**config.mk**
```make
export PLATFORM = sky130hd
export DESIGN_NAME = bin2bcd_seq
export DESIGN_NICKNAME = d
export VERILOG_FILES = /design/src/rtl/bin2bcd_seq.sv
export SDC_FILE = /design/constraint.sdc
export NUM_CORES = 1
export LEC_CHECK = 0
export CAP_MARGIN = 20
export CORE_UTILIZATION = 45
export DETAILED_ROUTE_END_ITERATION = 8
export PLACE_DENSITY_LB_ADDON = 0.25
export SYNTH_ARGS = -nofsm -noshare
export SYNTH_HDL_FRONTEND = slang
export SYNTH_SLANG_ARGS = --single-unit
```
**constraint.sdc**
```tcl
create_clock -name i_clk -period 1.6 [get_ports i_clk]
set_input_delay 0.32 -clock i_clk [delete_from_list [all_inputs] [get_ports i_clk]]
set_output_delay 0.32 -clock i_clk [all_outputs]
set_load 0.05 [all_outputs]
```
**src/rtl/bin2bcd_seq.sv**
```systemverilog
// -----------------------------------------------------------------------------
// bin2bcd_seq
//   Sequential binary-to-BCD converter (double dabble), one bit per cycle.
//   A start accepted in IDLE captures i_bin. SHIFT then runs BIN_WIDTH
//   add-3/shift steps over a DISPLAYS_NUM-digit scratch register. The edge
//   that completes the last step loads o_bcd_data/o_ovf and enters DONE,
//   where o_valid pulses for one cycle before the FSM returns to IDLE.
//
// Parameters
//   DISPLAYS_NUM : number of BCD digits produced (1..8)
//   BIN_WIDTH    : binary input width (4..27)
//
// Ports
//   i_clk      : clock, rising edge
//   i_rst      : synchronous active-high reset
//   i_bin      : unsigned input, sampled only when a start is accepted
//   i_start    : conversion request, accepted only while o_ready=1
//   o_ready    : idle, able to accept i_start
//   o_busy     : conversion shifting
//   o_valid    : one-cycle pulse marking a new result
//   o_bcd_data : packed BCD result, MS digit in the top nibble
//   o_ovf      : last converted value exceeded 10^DISPLAYS_NUM - 1
//
// Build option
//   BIN2BCD_SATURATE_EN : when defined, an overflowing result is loaded as
//                         all nines instead of the value mod 10^DISPLAYS_NUM.
// -----------------------------------------------------------------------------
module bin2bcd_seq #(
    parameter int DISPLAYS_NUM = 4,
    parameter int BIN_WIDTH    = 14
) (
    input  logic                      i_clk,
    input  logic                      i_rst,
    input  logic [BIN_WIDTH-1:0]      i_bin,
    input  logic                      i_start,
    output logic                      o_ready,
    output logic                      o_busy,
    output logic                      o_valid,
    output logic [DISPLAYS_NUM*4-1:0] o_bcd_data,
    output logic                      o_ovf
);

    localparam int BW = DISPLAYS_NUM * 4;
    localparam int CW = $clog2(BIN_WIDTH + 1);

    localparam logic [1:0] S_IDLE  = 2'd0;
    localparam logic [1:0] S_SHIFT = 2'd1;
    localparam logic [1:0] S_DONE  = 2'd2;

    function automatic logic [63:0] pow10(input int n);
        logic [63:0] r;
        r = 64'd1;
        for (int i = 0; i < n; i++) r = r * 64'd10;
        return r;
    endfunction

    localparam logic [63:0] MAX_VAL = pow10(DISPLAYS_NUM) - 64'd1;

    logic [1:0]           state_q, state_d;
    logic [BIN_WIDTH-1:0] sh_q, sh_d;
    logic [BW-1:0]        scr_q, scr_d;
    logic [CW-1:0]        cnt_q, cnt_d;
    logic                 ovf_cap_q, ovf_cap_d;
    logic [BW-1:0]        bcd_q, bcd_d;
    logic                 ovf_q, ovf_d;

    logic [BW-1:0]        adj;
    logic [BW-1:0]        scr_step;
    logic [BIN_WIDTH-1:0] sh_step;
    logic [BW-1:0]        load_val;
    logic                 last_step;

    // Add-3 correction on every scratch digit that would reach >= 10 after
    // the shift.
    always_comb begin
        adj = scr_q;
        for (int i = 0; i < DISPLAYS_NUM; i++) begin
            if (scr_q[i*4 +: 4] >= 4'd5)
                adj[i*4 +: 4] = scr_q[i*4 +: 4] + 4'd3;
        end
    end

    // The bit leaving the top digit is dropped, so the result wraps
    // modulo 10^DISPLAYS_NUM.
    assign scr_step  = {adj[BW-2:0], sh_q[BIN_WIDTH-1]};
    assign sh_step   = {sh_q[BIN_WIDTH-2:0], 1'b0};
    assign last_step = (cnt_q == CW'(BIN_WIDTH - 1));

`ifdef BIN2BCD_SATURATE_EN
    assign load_val = ovf_cap_q ? {DISPLAYS_NUM{4'h9}} : scr_step;
`else
    assign load_val = scr_step;
`endif

    always_comb begin
        state_d   = state_q;
        sh_d      = sh_q;
        scr_d     = scr_q;
        cnt_d     = cnt_q;
        ovf_cap_d = ovf_cap_q;
        bcd_d     = bcd_q;
        ovf_d     = ovf_q;
        case (state_q)
            S_IDLE: begin
                if (i_start) begin
                    state_d   = S_SHIFT;
                    sh_d      = i_bin;
                    scr_d     = '0;
                    cnt_d     = '0;
                    // Overflow is judged on the full input value, not on
                    // the truncated digits.
                    ovf_cap_d = ({{(64-BIN_WIDTH){1'b0}}, i_bin} > MAX_VAL);
                end
            end
            S_SHIFT: begin
                scr_d = scr_step;
                sh_d  = sh_step;
                cnt_d = cnt_q + CW'(1);
                if (last_step) begin
                    state_d = S_DONE;
                    bcd_d   = load_val;
                    ovf_d   = ovf_cap_q;
                end
            end
            S_DONE:  state_d = S_IDLE;
            default: state_d = S_IDLE;
        endcase
    end

    always_ff @(posedge i_clk) begin
        if (i_rst) begin
            state_q   <= S_IDLE;
            sh_q      <= '0;
            scr_q     <= '0;
            cnt_q     <= '0;
            ovf_cap_q <= 1'b0;
            bcd_q     <= '0;
            ovf_q     <= 1'b0;
        end else begin
            state_q   <= state_d;
            sh_q      <= sh_d;
            scr_q     <= scr_d;
            cnt_q     <= cnt_d;
            ovf_cap_q <= ovf_cap_d;
            bcd_q     <= bcd_d;
            ovf_q     <= ovf_d;
        end
    end

    assign o_ready    = (state_q == S_IDLE);
    assign o_busy     = (state_q == S_SHIFT);
    assign o_valid    = (state_q == S_DONE);
    assign o_bcd_data = bcd_q;
    assign o_ovf      = ovf_q;

endmodule
```
==> results.yml, run 1 <==
floorplanning:
  coreArea_um2: 5170
  die_x_um: 75.9
  dieArea_um2: 5760
  initial_core_util_pct: 47.5
  die_h_um: 75.9
  ioPinCount: 37
  num_rows: 26
detailed_routing:
  vias_per_cell: 5.18
  drt_wl_total_um: 5200
  wl_per_cell_um: 12.6
  drc: 0
  firstDrtPassIters: 4
  route.vias.total: 2140
  ant_nets: 0
  drt_first_iter_violations: 104
layout:
  final_cell_mix: "nor2_1, dfxtp_1, buf_4"
  nNetsFinal: 369
  diodes: 0
  final_common_cell: "nor2_1"
  area_growth_pct: 26.8
  layout.cells.non_filler: 413
  fill_cells: 473
  fin_util_pct: 60.2
  drive_gt1_share_pct: 23.3
  final_cell_area_um2: 3110
synthesis:
  netlist_area_um2: 2460
  ys_warn_count: 0
  async_reset_ff_share_pct: 0
  syn_nets: 317
  syn_inst: 290
  muxShareOfSynthArea_pct: 3.11
  synth_area_leader_cell: "dfxtp_1"
  synth_enable_flop_cells: 0
  synth_cell_types: 34
  synth_flop_cell: "dfxtp_1"
  synth-simple-area-share_pct: 25.5
  yosysTopAreaCellShare_pct: 44.0
  synth_top_family_by_area: "simple AND/OR/NAND/NOR gates"
  seq_area_frac_synth_pct: 44.0
  synth_xor_area_share_pct: 1.43
  synth-compound-area-share_pct: 15.4
  synth_fa_ha_area_share_pct: 5.09
  synth_seq_cells: 54
  synthTopCellsByArea: "dfxtp_1, nor2_1, ha_1, a21oi_1, o21ai_0"
  synth_area_per_cell_um2: 8.47
worst_setup_path:
  slowest_stage: "dfxtp_1"
  worstPathCellList: "nand2b_4 -> inv_6 -> buf_4"
  critPathKind: "reg2out"
  max_stage_delay_ps: 410
  start_kind: "flop"
  crit_start: "state_q[1]$_SDFFE_PP0P_"
  required_ps: 1280
  r2r-start: "cnt_q[1]$_SDFFE_PP0P_"
  path_max_fanout: 12
  cp-end-kind: "primary output"
  crit_arrival_ps: 1220
sta:
  max_freq_ghz: 0.650
  worst_slack_ps: 61.5
  relSlewSlack_pct: 80.9
  tightest_slew_ps: 284
  finalSetupViolations: 0
  hold_ws_ps: 469
  period_share_pct: 96.2
  drv_slew: 0
  finClkSkew_ps: 5.82
  hold_viol: 0
  fin_setup_tns_ps: 0
  rsz0062_at_grt: "no"
  fin_crit_ps: 1540
hold_path:
  min_from: "scr_q[13]$_SDFFE_PP0P_"
  hp-class: "reg2reg"
clock_tree:
  cts_buffer_depth: 2
  hold_buffers: 0
  htreeDepth: 2
  cts_tree: "yes"
  cts_sinks: 54
  cts.reportedPaths.clkPinSlew_ps: 90
  clkLatencyLatePin_ps: 310
  cts_root_buffer: "clkbuf_8"
  cts_buffers: 5
placement:
  placed_cells: 405
  place_congestion: 0.779
  place_hpwl_um: 3790
  io_buffers: 36
  placed_cell_area_um2: 2980
  place_worst_setup_slack_ps: -82.4
run:
  cap_violations: 0
grt:
  grt_first_pass_wirelength_um: 8580
  antenna_found_initial: 0
  grtUsageTotal_pct: 19.9
  grt_pass1_vias: 1946
  grt_start_max_net_pins: 31
  grt_overflow: 0
outcome:
  run_status: "finished clean"
pwr:
  ir_worst_vdd_mv: 0.407
  p_leak_nw: 1.18
  power_density_nw_per_um2: 793
  power_mw: 2.47
cell type report:
type | count | area, um^2 | share of cell area [%]
repair buffers | 62 | 531 | 17.0
inverters | 11 | 46.3 | 1.49
well taps | 70 | 87.6 | 2.81
clock buffers | 7 | 86.3 | 2.77
clock inverters | 1 | 5.00 | 0.161
flip-flops and latches | 54 | 1090 | 34.9
multi-input cells | 208 | 1270 | 40.9
layer usage:
| layer | GRT usage (%) | vias up | share of wire (%) |
|---|---|---|---|
| met5 | 0 | - | 0 |
| met4 | 7.41 | 0 | 1.5 |
| met3 | 3.57 | 6 | 3.2 |
| met2 | 33.3 | 37 | 48 |
| met1 | 25.5 | 1004 | 47 |
| li1 | - | 1093 | - |
state kept, by name (all words and copies together), names as in the netlist:
name        flops
cnt_q           4
o_bcd_data     16
o_ovf           1
ovf_cap_q       1
scr_q          16
sh_q           14
state_q         2
synthesized netlist by cell type (2+ instances only):
library cell,instances
a211oi_1,6
a21oi_1,20
buf_2,5
buf_4,2
buf_6,2
clkbuf_1,8
dfxtp_1,54
ha_1,10
inv_1,10
mux2_2,5
mux2i_1,2
nand2_1,18
nand2b_1,14
nand3_1,9
nand3b_1,2
nor2_1,55
nor3_1,4
nor3b_1,7
nor4_1,13
o21ai_0,20
o22ai_2,8
xnor2_1,4
what timing repair did:
item	4_1_cts	5_1_grt
gates resized for setup	5	10
setup buffers	0	0
pin swaps	0	1
gates cloned	0	0
endpoints found under the setup margin	2	11
final timing paths:
kind,to,slack [ps],depth (start not counted)
setup / recovery,o_busy,60,3
hold reg to reg,scr_q[13]$_SDFFE_PP0P_,470,2
setup reg to reg,o_bcd_data[5]$_SDFFE_PP0P_,80,6
hold / removal,scr_q[13]$_SDFFE_PP0P_,470,2
kinds of logic after synthesis:
group                      count (synthesis)
AOI/OAI and AO/OA                         58
xor gates and xnor gates                   4
DFF                                       54
buffers and inverters                     28
adders and majority gates                 10
and+or+nand+nor                          129
muxes                                      7
report_power, final:
part	leakage [nW]	switching (mW)	total, mW	internal [mW]
Sequential	0.441	0.0255	1.41	1.38
Combinational	0.686	0.151	0.276	0.125
Clock	0.0482	0.435	0.785	0.350
worst max-delay path: cells and delay by family (launching register included):
kind / cells / cell delay [ps]
buf+inv: 2 / 270
flops: 1 / 410
simple gates: 1 / 220
No activity file was read; power rests on OpenSTA's default activity.
==> run 2, diff against run 1 <==
--- a/config.mk
+++ b/config.mk
@@ -5,7 +5,6 @@
 export SDC_FILE = /design/constraint.sdc
 export NUM_CORES = 1
 export LEC_CHECK = 0
-export CAP_MARGIN = 20
 export CORE_UTILIZATION = 45
 export DETAILED_ROUTE_END_ITERATION = 8
 export PLACE_DENSITY_LB_ADDON = 0.25
==> results of run 2 <==
No change in the layout: final DEF, timing and power equal those of run 1.
